--- src/rtl/uart_pkg.sv ---
// Shared definitions for the UART receive path.
package uart_pkg;

  localparam int unsigned UART_DATA_BITS = 8;

  typedef enum logic [1:0] {
    IDLE      = 2'd0,
    SHIFT     = 2'd1,
    WAIT_STOP = 2'd2
  } rx_ctrl_state_t;

endpackage

--- src/rtl/uart_rx_fifo.sv ---
// First-word-fall-through byte FIFO; a push into a full FIFO is accepted only alongside a pop.
module uart_rx_fifo #(
  parameter int unsigned DEPTH = 4
) (
  input  logic                     Clk,
  input  logic                     Rst_n,
  input  logic                     push,
  input  logic [7:0]               push_data,
  input  logic                     pop,
  output logic [7:0]               data,
  output logic                     full,
  output logic                     empty,
  output logic [$clog2(DEPTH):0]   count
);

  localparam int unsigned PTR_W = $clog2(DEPTH);
  localparam int unsigned CNT_W = PTR_W + 1;

  logic [7:0]       mem_q [DEPTH];
  logic [PTR_W-1:0] wr_ptr_q, rd_ptr_q;
  logic [CNT_W-1:0] count_q;
  logic             pop_ok, push_ok;

  assign empty   = (count_q == '0);
  assign full    = (count_q == CNT_W'(DEPTH));
  assign pop_ok  = pop && !empty;
  // Full FIFO still takes the push when the head leaves in the same cycle.
  assign push_ok = push && (!full || pop_ok);

  assign data  = empty ? 8'h00 : mem_q[rd_ptr_q];
  assign count = count_q;

  always_ff @(posedge Clk) begin
    if (!Rst_n) begin
      wr_ptr_q <= '0;
      rd_ptr_q <= '0;
      count_q  <= '0;
    end else begin
      if (push_ok) wr_ptr_q <= wr_ptr_q + PTR_W'(1);
      if (pop_ok)  rd_ptr_q <= rd_ptr_q + PTR_W'(1);
      if (push_ok && !pop_ok)      count_q <= count_q + CNT_W'(1);
      else if (pop_ok && !push_ok) count_q <= count_q - CNT_W'(1);
    end
  end

  always_ff @(posedge Clk) begin
    if (push_ok) mem_q[wr_ptr_q] <= push_data;
  end

endmodule

--- src/rtl/uart_rx_ctrl.sv ---
// UART receive byte assembly: shifts sampled bits into bytes, checks the stop bit,
// queues good bytes and keeps sticky framing/overrun flags.
module uart_rx_ctrl
  import uart_pkg::*;
#(
  parameter int unsigned FIFO_DEPTH = 4
) (
  input  logic                        Clk,
  input  logic                        Rst_n,
  input  logic                        RXD,
  input  logic                        RX_Valid,
  input  logic                        RX_Load,
  input  logic                        Rx_Enable,
  output logic [7:0]                  Data,
  output logic                        Data_Valid,
  input  logic                        Data_Ready,
  output logic [$clog2(FIFO_DEPTH):0] Fifo_Count,
  output logic                        Frame_Err,
  output logic                        Overrun_Err,
  input  logic                        Err_Clr
);

  localparam int unsigned CNT_W = $clog2(UART_DATA_BITS) + 1;

  rx_ctrl_state_t            state_q, state_d;
  logic [UART_DATA_BITS-1:0] shift_q, shift_d;
  logic [CNT_W-1:0]          bit_cnt_q, bit_cnt_d;
  logic                      frame_err_q, overrun_err_q;
  logic                      push, frame_evt, overrun_evt;
  logic                      fifo_full, fifo_empty;

  always_comb begin
    state_d   = state_q;
    shift_d   = shift_q;
    bit_cnt_d = bit_cnt_q;
    push      = 1'b0;
    frame_evt = 1'b0;
    if (!Rx_Enable) begin
      state_d   = IDLE;
      shift_d   = '0;
      bit_cnt_d = '0;
    end else begin
      case (state_q)
        IDLE: begin
          if (!RX_Load && RX_Valid) begin
            shift_d   = {RXD, shift_q[UART_DATA_BITS-1:1]};
            bit_cnt_d = CNT_W'(1);
            state_d   = SHIFT;
          end
        end
        SHIFT: begin
          if (RX_Load) begin
            frame_evt = 1'b1;
            bit_cnt_d = '0;
            state_d   = IDLE;
          end else if (RX_Valid) begin
            shift_d   = {RXD, shift_q[UART_DATA_BITS-1:1]};
            bit_cnt_d = bit_cnt_q + CNT_W'(1);
            if (bit_cnt_q == CNT_W'(UART_DATA_BITS - 1)) state_d = WAIT_STOP;
          end
        end
        WAIT_STOP: begin
          if (RX_Load) begin
            push      = RXD;
            frame_evt = !RXD;
            bit_cnt_d = '0;
            state_d   = IDLE;
          end else if (RX_Valid) begin
            // Missing stop strobe: this bit starts the next frame.
            frame_evt = 1'b1;
            shift_d   = {RXD, shift_q[UART_DATA_BITS-1:1]};
            bit_cnt_d = CNT_W'(1);
            state_d   = SHIFT;
          end
        end
        default: begin
          state_d   = IDLE;
          bit_cnt_d = '0;
        end
      endcase
    end
  end

  assign Data_Valid  = !fifo_empty;
  assign overrun_evt = push && fifo_full && !(Data_Valid && Data_Ready);

  always_ff @(posedge Clk) begin
    if (!Rst_n) begin
      state_q       <= IDLE;
      shift_q       <= '0;
      bit_cnt_q     <= '0;
      frame_err_q   <= 1'b0;
      overrun_err_q <= 1'b0;
    end else begin
      state_q       <= state_d;
      shift_q       <= shift_d;
      bit_cnt_q     <= bit_cnt_d;
      frame_err_q   <= frame_evt   || (frame_err_q   && !Err_Clr);
      overrun_err_q <= overrun_evt || (overrun_err_q && !Err_Clr);
    end
  end

  assign Frame_Err   = frame_err_q;
  assign Overrun_Err = overrun_err_q;

  uart_rx_fifo #(
    .DEPTH (FIFO_DEPTH)
  ) u_fifo (
    .Clk       (Clk),
    .Rst_n     (Rst_n),
    .push      (push),
    .push_data (shift_q),
    .pop       (Data_Ready),
    .data      (Data),
    .full      (fifo_full),
    .empty     (fifo_empty),
    .count     (Fifo_Count)
  );

endmodule

--- config.mk ---
export PLATFORM = sky130hd
export DESIGN_NAME = uart_rx_ctrl
export DESIGN_NICKNAME = d
export VERILOG_FILES = /design/src/rtl/uart_pkg.sv /design/src/rtl/uart_rx_fifo.sv /design/src/rtl/uart_rx_ctrl.sv
export SDC_FILE = /design/constraint.sdc
export NUM_CORES = 1
export LEC_CHECK = 0
export CAP_MARGIN = 20
export CORE_MARGIN = 10
export CORE_UTILIZATION = 55
export CTS_CLUSTER_DIAMETER = 100
export DETAILED_ROUTE_END_ITERATION = 10
export PLACE_DENSITY = 0.89
export SYNTH_ARGS = -nofsm -noshare
export SYNTH_HDL_FRONTEND = slang
export SYNTH_HIERARCHICAL = 1
export SYNTH_SLANG_ARGS = --single-unit
--- constraint.sdc ---
create_clock -name Clk -period 7.69 [get_ports Clk]
set_clock_uncertainty 0.1 [all_clocks]
set_input_delay 2.307 -clock Clk [delete_from_list [all_inputs] [get_ports Clk]]
set_output_delay 2.307 -clock Clk [all_outputs]
set_load 0.03 [all_outputs]
==> flow_metrics.py, run 1 <==
metrics = {
    "setup_path": {
        "path_buf_inv": 1,
        "endpoint": "Data[5]",
        "crit_fanout": 8,
        "cp_slowest_stage_delay_ns": 0.66,
        "rr_worst_depth": 11,
        "crit_family": "flip-flops",
        "cp-start-kind": "flip-flop",
        "worstReg2RegEnd": "u_fifo/count[2]",
        "cp-end-kind": "output pin",
        "worstPathArrival_ns": 2.30,
        "cp_data_required_time_ns": 5.28,
        "cp.depth": 3,
        "cpMaxStageDelayCell": "dfxtp_1",
        "rrSetupSlack_ns": 5.10,
        "path_class": "reg -> out",
        "worstPathCellList": "mux4_2, nor2b_1, clkdlybuf4s50_1",
        "r2r_start": "state_q[0]",
    },
    "drt": {
        "routedWlPerCell_um": 15.77,
        "via_count": 1453,
        "vias_per_cell": 5.342,
        "drc": 0,
        "ant_nets": 0,
        "drt_iter0_drc": 88,
        "drt_wl_total_mm": 4.290,
        "dr.pass1.iters": 4,
    },
    "placement": {
        "placed_area_um2": 2765,
        "port_buffers": 21,
        "pre_cts_ws_ns": 2.805,
        "dpl.hpwl_mm": 2.973,
        "gp_congestion": 0.8134,
    },
    "sta": {
        "fin_ws_ns": 2.983,
        "rsz0062_at_grt": "no",
        "hold_slack_ns": 0.3822,
        "hold_viol_final": 0,
        "finalSetupViolCount": 0,
        "fin_crit_ns": 4.707,
        "max_slew_margin_pct": 63.52,
        "slew_viol_final": 0,
        "setup-tns-final_ns": 0,
        "max_freq_mhz": 212.4,
        "worstMarginPinSlew_ns": 0.5464,
        "period_share_pct": 61.21,
    },
    "synth": {
        "syn_area_per_cell_um2": 13.40,
        "synth_top_area_cell": "edfxtp_1",
        "synth_top_area_share_pct": 38.15,
        "ys_seq_elements": 57,
        "synth.distinct_cells": 44,
        "synth_fp_nets": 207,
        "syn_inst": 188,
        "seq_area_frac_synth_pct": 58.02,
        "yosysWarnings": 6,
        "synth_area_um2": 2519,
        "ys_top_cells_by_area": "edfxtp_1 38%, dfxtp_1 20%, mux4_2 7.2%",
    },
    "finish": {
        "regArea_um2": 1461,
        "drive_gt1_share_pct": 15.45,
        "final_area_um2": 2998,
        "area_delta_synth_final_pct": 19.03,
        "mostFrequentLayoutCells": "32 x edfxtp_1, 25 x dfxtp_1, 21 x clkdlybuf4s50_1, 15 x nor2_1, 12 x mux2i_1",
        "final_common_cell": "edfxtp_1",
        "fillCellCount": 321,
        "multiInputGateArea_um2": 987.2,
        "fin_util_pct": 68.38,
        "nets": 234,
        "n_antenna_cell": 0,
    },
    "floorplanning": {
        "start_util_pct": 57.45,
        "die_h_um": 87.67,
        "num_io_pins": 22,
        "die_w_um": 87.67,
        "rows": 24,
        "die_area_um2": 7686,
        "core_um2": 4384,
    },
    "power_and_ir_drop": {
        "ir_drop_v": 0.0001400,
        "leakagePower_nw": 1.090,
        "cellPowerDensity_nw_per_um2": 305.1,
    },
    "grt": {
        "grt_pass1_wl_mm": 7.314,
        "grtUsageTotal_pct": 12.34,
        "grt_pass1_vias": 1542,
        "overflow": 0,
        "antenna_found_initial": 0,
        "grt_start_max_net_pins": 15,
    },
    "run_status": {
        "status": "completed",
    },
    "run": {
        "drv_cap": 0,
    },
    "clocking": {
        "cts_sinks": 57,
        "clk_latency_ns": 0.33,
        "cts_resized": 0,
        "postCtsSetupRepairBufs": 0,
        "htree_levels": 3,
        "cts_tree": "yes",
        "cts_buffers": 9,
        "cts_hold_buf": 0,
        "clkTransAtPathRegs_ns": 0.06,
        "cts-root-buf": "clkbuf_8",
        "clock_path_buffers": 2,
    },
    "hold_path": {
        "hold_class": "reg -> reg",
    },
}
final cells by class:
class | instances | area share (%)
repair buffers | 22 | 7.262
clock inverters | 7 | 3.631
multi-input cells | 116 | 32.93
flip-flops and latches | 57 | 48.75
well taps | 52 | 2.170
clock buffers | 9 | 4.132
inverters | 9 | 1.127
state kept, by name (all words and copies together) (netlist names), 2 cells and up, named ones only:
signal,count
state_q,2
shift_q,8
bit_cnt_q,4
u_fifo/count,3
u_fifo/rd_ptr_q,2
u_fifo/mem_q,32
u_fifo/wr_ptr_q,2
cells by family (layout without fill, tap and decap cells):
kind of cell	count (synthesis)	in the layout	synth area share, %
AO/OA/AOI/OAI	19	19	5.812
XOR/XNOR	3	3	1.043
adder cells (fa/ha/maj)	11	11	5.763
buffers and inverters	15	47	2.782
flip-flops	57	57	58.02
multiplexers	20	20	11.92
AND/OR/NAND/NOR	63	63	14.65
where the power goes:
part,internal (mW),switching (mW),total [mW]
Sequential,0.329,0.0180,0.347
Clock,0.212,0.115,0.327
Combinational,0.111,0.129,0.240
metal layers:
layer,share of wire [%],track usage [%],vias up
met4,2.2,6.957,0
met3,4.1,3.993,8
li1,-,-,735
met1,45,13.75,683
met2,49,20.37,27
met5,0,0,-
worst reg2reg max path: cells and delay by family, from the launching register on:
kind,cells,cell delay (ns)
compound gates,2,0.44
flops,1,0.34
buf+inv,2,0.15
fa+ha+maj,3,0.84
xor+xnor,1,0.16
simple gates,3,0.52
per-stage QoR:
step                std cells  power, mW
floorplan                 188     0.5177
global placement          256     0.5916
detailed placement        256     0.5979
CTS                       272     0.9261
global route              272     0.9580
finish                    272     0.9148
synth_stat cells:
| cell | count |
|---|---|
| buf_6 | 1 |
| xor2_1 | 1 |
| a21boi_1 | 2 |
| a21oi_1 | 4 |
| nor3_1 | 3 |
| o31ai_2 | 1 |
| nor2b_4 | 2 |
| fa_1 | 1 |
| xnor2_1 | 2 |
| buf_2 | 1 |
| o21ai_1 | 1 |
| a22oi_1 | 1 |
| dfxtp_1 | 25 |
| nand2b_1 | 2 |
| mux2i_1 | 12 |
| inv_1 | 9 |
| nand3_1 | 2 |
| o2bb2ai_1 | 1 |
| nor2_1 | 15 |
| nor2b_2 | 1 |
| a21boi_4 | 1 |
| a32oi_1 | 1 |
| clkbuf_1 | 2 |
| nor3b_2 | 1 |
| and3b_1 | 1 |
| a221oi_1 | 1 |
| and2b_2 | 1 |
| nor2b_1 | 9 |
| or4_1 | 1 |
| clkbuf_2 | 1 |
| and2_1 | 8 |
| or3_1 | 3 |
| o32ai_1 | 1 |
| or3b_1 | 1 |
| mux4_2 | 8 |
| o21ai_0 | 3 |
| ha_1 | 10 |
| nand2_1 | 10 |
| edfxtp_1 | 32 |
| nor3_2 | 2 |
| buf_4 | 1 |
| o21ba_2 | 1 |
| o211ai_1 | 1 |
| or4b_1 | 1 |
how the worst min path moves through the flow:
stage	from	end	slack (ns)	cells past startpoint
after floorplan	bit_cnt_q[1]	bit_cnt_q[1]	0.35	2
after global placement	bit_cnt_q[1]	bit_cnt_q[1]	0.36	2
after CTS	bit_cnt_q[1]	bit_cnt_q[1]	0.39	2
after detailed placement	bit_cnt_q[1]	bit_cnt_q[1]	0.37	2
final	bit_cnt_q[1]	bit_cnt_q[1]	0.38	2
after global routing	bit_cnt_q[3]	bit_cnt_q[3]	0.41	2
Power figures use the tool's default switching activity.
==> inputs of run 2 (changes only) <==
==> constraint.sdc (replaced) <==
create_clock -name Clk -period 4.6 [get_ports Clk]
set_clock_uncertainty 0.1 [all_clocks]
set_input_delay 1.38 -clock Clk [delete_from_list [all_inputs] [get_ports Clk]]
set_output_delay 1.38 -clock Clk [all_outputs]
set_load 0.03 [all_outputs]
==> run 2 against run 1 <==
Core utilization is 0.31 points lower. Combinational power is 67% higher. Register-to-register slack worse by 3.1 ns. Final cell count stayed put. Setup slack worse by 2.1 ns.
==> flow_metrics.py, run 2 (synthesized netlist as in run 1, its figures left out) <==
metrics = {
    "setup_path": {
        "cp-end-kind": "output pin",
        "endpoint": "Data[5]",
        "cp_data_required_time_ns": 3.12,
        "r2r_start": "state_q[0]",
        "worstPathArrival_ns": 2.27,
        "worstReg2RegEnd": "u_fifo/count[2]",
        "path_class": "reg -> out",
        "rr_worst_depth": 11,
        "crit_fanout": 8,
        "cp-start-kind": "flip-flop",
        "rrSetupSlack_ns": 2.00,
    },
    "drt": {
        "vias_per_cell": 5.371,
        "drt_iter0_drc": 74,
        "dr.pass1.iters": 4,
        "drc": 0,
        "drt_wl_total_mm": 4.183,
        "routedWlPerCell_um": 15.38,
        "ant_nets": 0,
        "via_count": 1461,
    },
    "sta": {
        "slew_viol_final": 0,
        "rsz0062_at_grt": "no",
        "period_share_pct": 81.58,
        "max_slew_margin_pct": 65.12,
        "fin_crit_ns": 3.753,
        "worstMarginPinSlew_ns": 0.5225,
        "max_freq_mhz": 266.5,
        "setup-tns-final_ns": 0,
        "hold_viol_final": 0,
        "finalSetupViolCount": 0,
    },
    "floorplanning": {
        "rows": 24,
        "die_h_um": 87.67,
        "start_util_pct": 57.45,
        "die_area_um2": 7686,
        "die_w_um": 87.67,
        "core_um2": 4384,
        "num_io_pins": 22,
    },
    "finish": {
        "fillCellCount": 307,
        "fin_util_pct": 68.07,
        "n_antenna_cell": 0,
        "multiInputGateArea_um2": 987.2,
        "area_delta_synth_final_pct": 18.48,
        "mostFrequentLayoutCells": "32 x edfxtp_1, 25 x dfxtp_1, 21 x clkdlybuf4s50_1, 15 x nor2_1, 12 x mux2i_1",
        "final_common_cell": "edfxtp_1",
        "nets": 234,
        "drive_gt1_share_pct": 15.45,
        "regArea_um2": 1461,
        "regMostFlops": "u_fifo/mem_q",
        "largest_reg_flops": 32,
        "reg_top3": "u_fifo/mem_q: 32 flops, shift_q: 8 flops, bit_cnt_q: 4 flops",
    },
    "clocking": {
        "cts_tree": "yes",
        "clkTransAtPathRegs_ns": 0.06,
        "cts_sinks": 57,
        "postCtsSetupRepairBufs": 0,
        "cts_hold_buf": 0,
        "clock_path_buffers": 2,
        "clk_latency_ns": 0.33,
        "cts_buffers": 9,
        "cts_resized": 0,
        "htree_levels": 3,
        "cts-root-buf": "clkbuf_8",
    },
    "hold_path": {
        "hold_class": "reg -> reg",
    },
    "placement": {
        "port_buffers": 21,
        "dpl.hpwl_mm": 2.952,
        "gp_congestion": 0.8134,
    },
    "power_and_ir_drop": {
        "netSwitchingFraction_pct": 29.27,
        "ir_drop_v": 0.0002477,
        "seqPwrFrac_pct": 39.0,
        "leakagePower_nw": 1.079,
        "p_comb_share_pct": 26.9,
        "clkPwrFrac_pct": 34.1,
        "cellPowerDensity_nw_per_um2": 498.5,
        "power.internal_mw": 1.052,
        "power_switching_uw": 435.4,
    },
    "run_status": {
        "status": "completed",
    },
    "grt": {
        "grt_pass1_vias": 1561,
        "use_met3_pct": 5.571,
        "grt_start_max_net_pins": 15,
        "overflow": 0,
        "met1_usage_pct": 13.72,
        "top_usage_layer": "met2",
        "grtUsageTotal_pct": 12.30,
        "grt_pass1_wl_mm": 7.300,
        "use_met2_pct": 19.71,
        "antenna_found_initial": 0,
    },
    "run": {
        "drv_cap": 0,
    },
}
[run 2: cell types whose count changed in the layout (fill, tap and decap cells not counted)]
cell and change:
clkbuf_8 +1, clkinvlp_4 +1, bufinv_16 -1, clkinv_2 -1
[run 2: final cells by class]
class | count | area share [%]
multi-input cells | 116 | 33.08
clock inverters | 6 | 2.725
well taps | 52 | 2.180
flip-flops and latches | 57 | 48.97
repair buffers | 22 | 7.296
clock buffers | 10 | 4.612
inverters | 9 | 1.132
[run 2: power groups by stage]
stage | Sequential [mW] | Clock [mW] | Combinational, mW
3_5_place_dp | 0.591 | 0 | 0.406
3_3_place_gp | 0.591 | 0 | 0.398
6_report | 0.580 | 0.507 | 0.400
5_1_grt | 0.585 | 0.544 | 0.432
4_1_cts | 0.581 | 0.518 | 0.408
2_1_floorplan | 0.594 | 0 | 0.271
[run 2: how the worst min path moves through the flow]
stage / startpoint / end / cells after the start
6_report: bit_cnt_q[1] / bit_cnt_q[1] / 2
4_1_cts: bit_cnt_q[1] / bit_cnt_q[1] / 2
3_5_place_dp: bit_cnt_q[1] / bit_cnt_q[1] / 2
5_1_grt: bit_cnt_q[3] / bit_cnt_q[3] / 2
2_1_floorplan: bit_cnt_q[1] / bit_cnt_q[1] / 2
3_3_place_gp: bit_cnt_q[1] / bit_cnt_q[1] / 2
[run 2: critical path, cell delays in order (launching register included)]
cell and delay, ns:
dfxtp_1 0.65, mux4_2 0.57, nor2b_1 0.14, clkdlybuf4s50_1 0.59
[run 2: through the flow]
step / std cells / hold slack (ns) / total power [mW] / setup slack [ns] / cell area, um2
global placement: 256 / 0.3628 / 0.9890 / 0.7331 / 2765
detailed placement: 256 / 0.3663 / 0.9978 / 0.6212 / 2765
finish: 272 / 0.3828 / 1.488 / 0.8473 / 2984
floorplan: 188 / 0.3492 / 0.8655 / 1.447 / 2519
global route: 272 / 0.4088 / 1.561 / 0.6743 / 2984
CTS: 272 / 0.3897 / 1.506 / 0.7797 / 2984
[run 2: per-layer routing]
metal / wire length (um) / part of all wire (%)
met2: 2010 / 48
met4: 77 / 1.8
met1: 1828 / 44
met5: 0 / 0
met3: 266 / 6.4
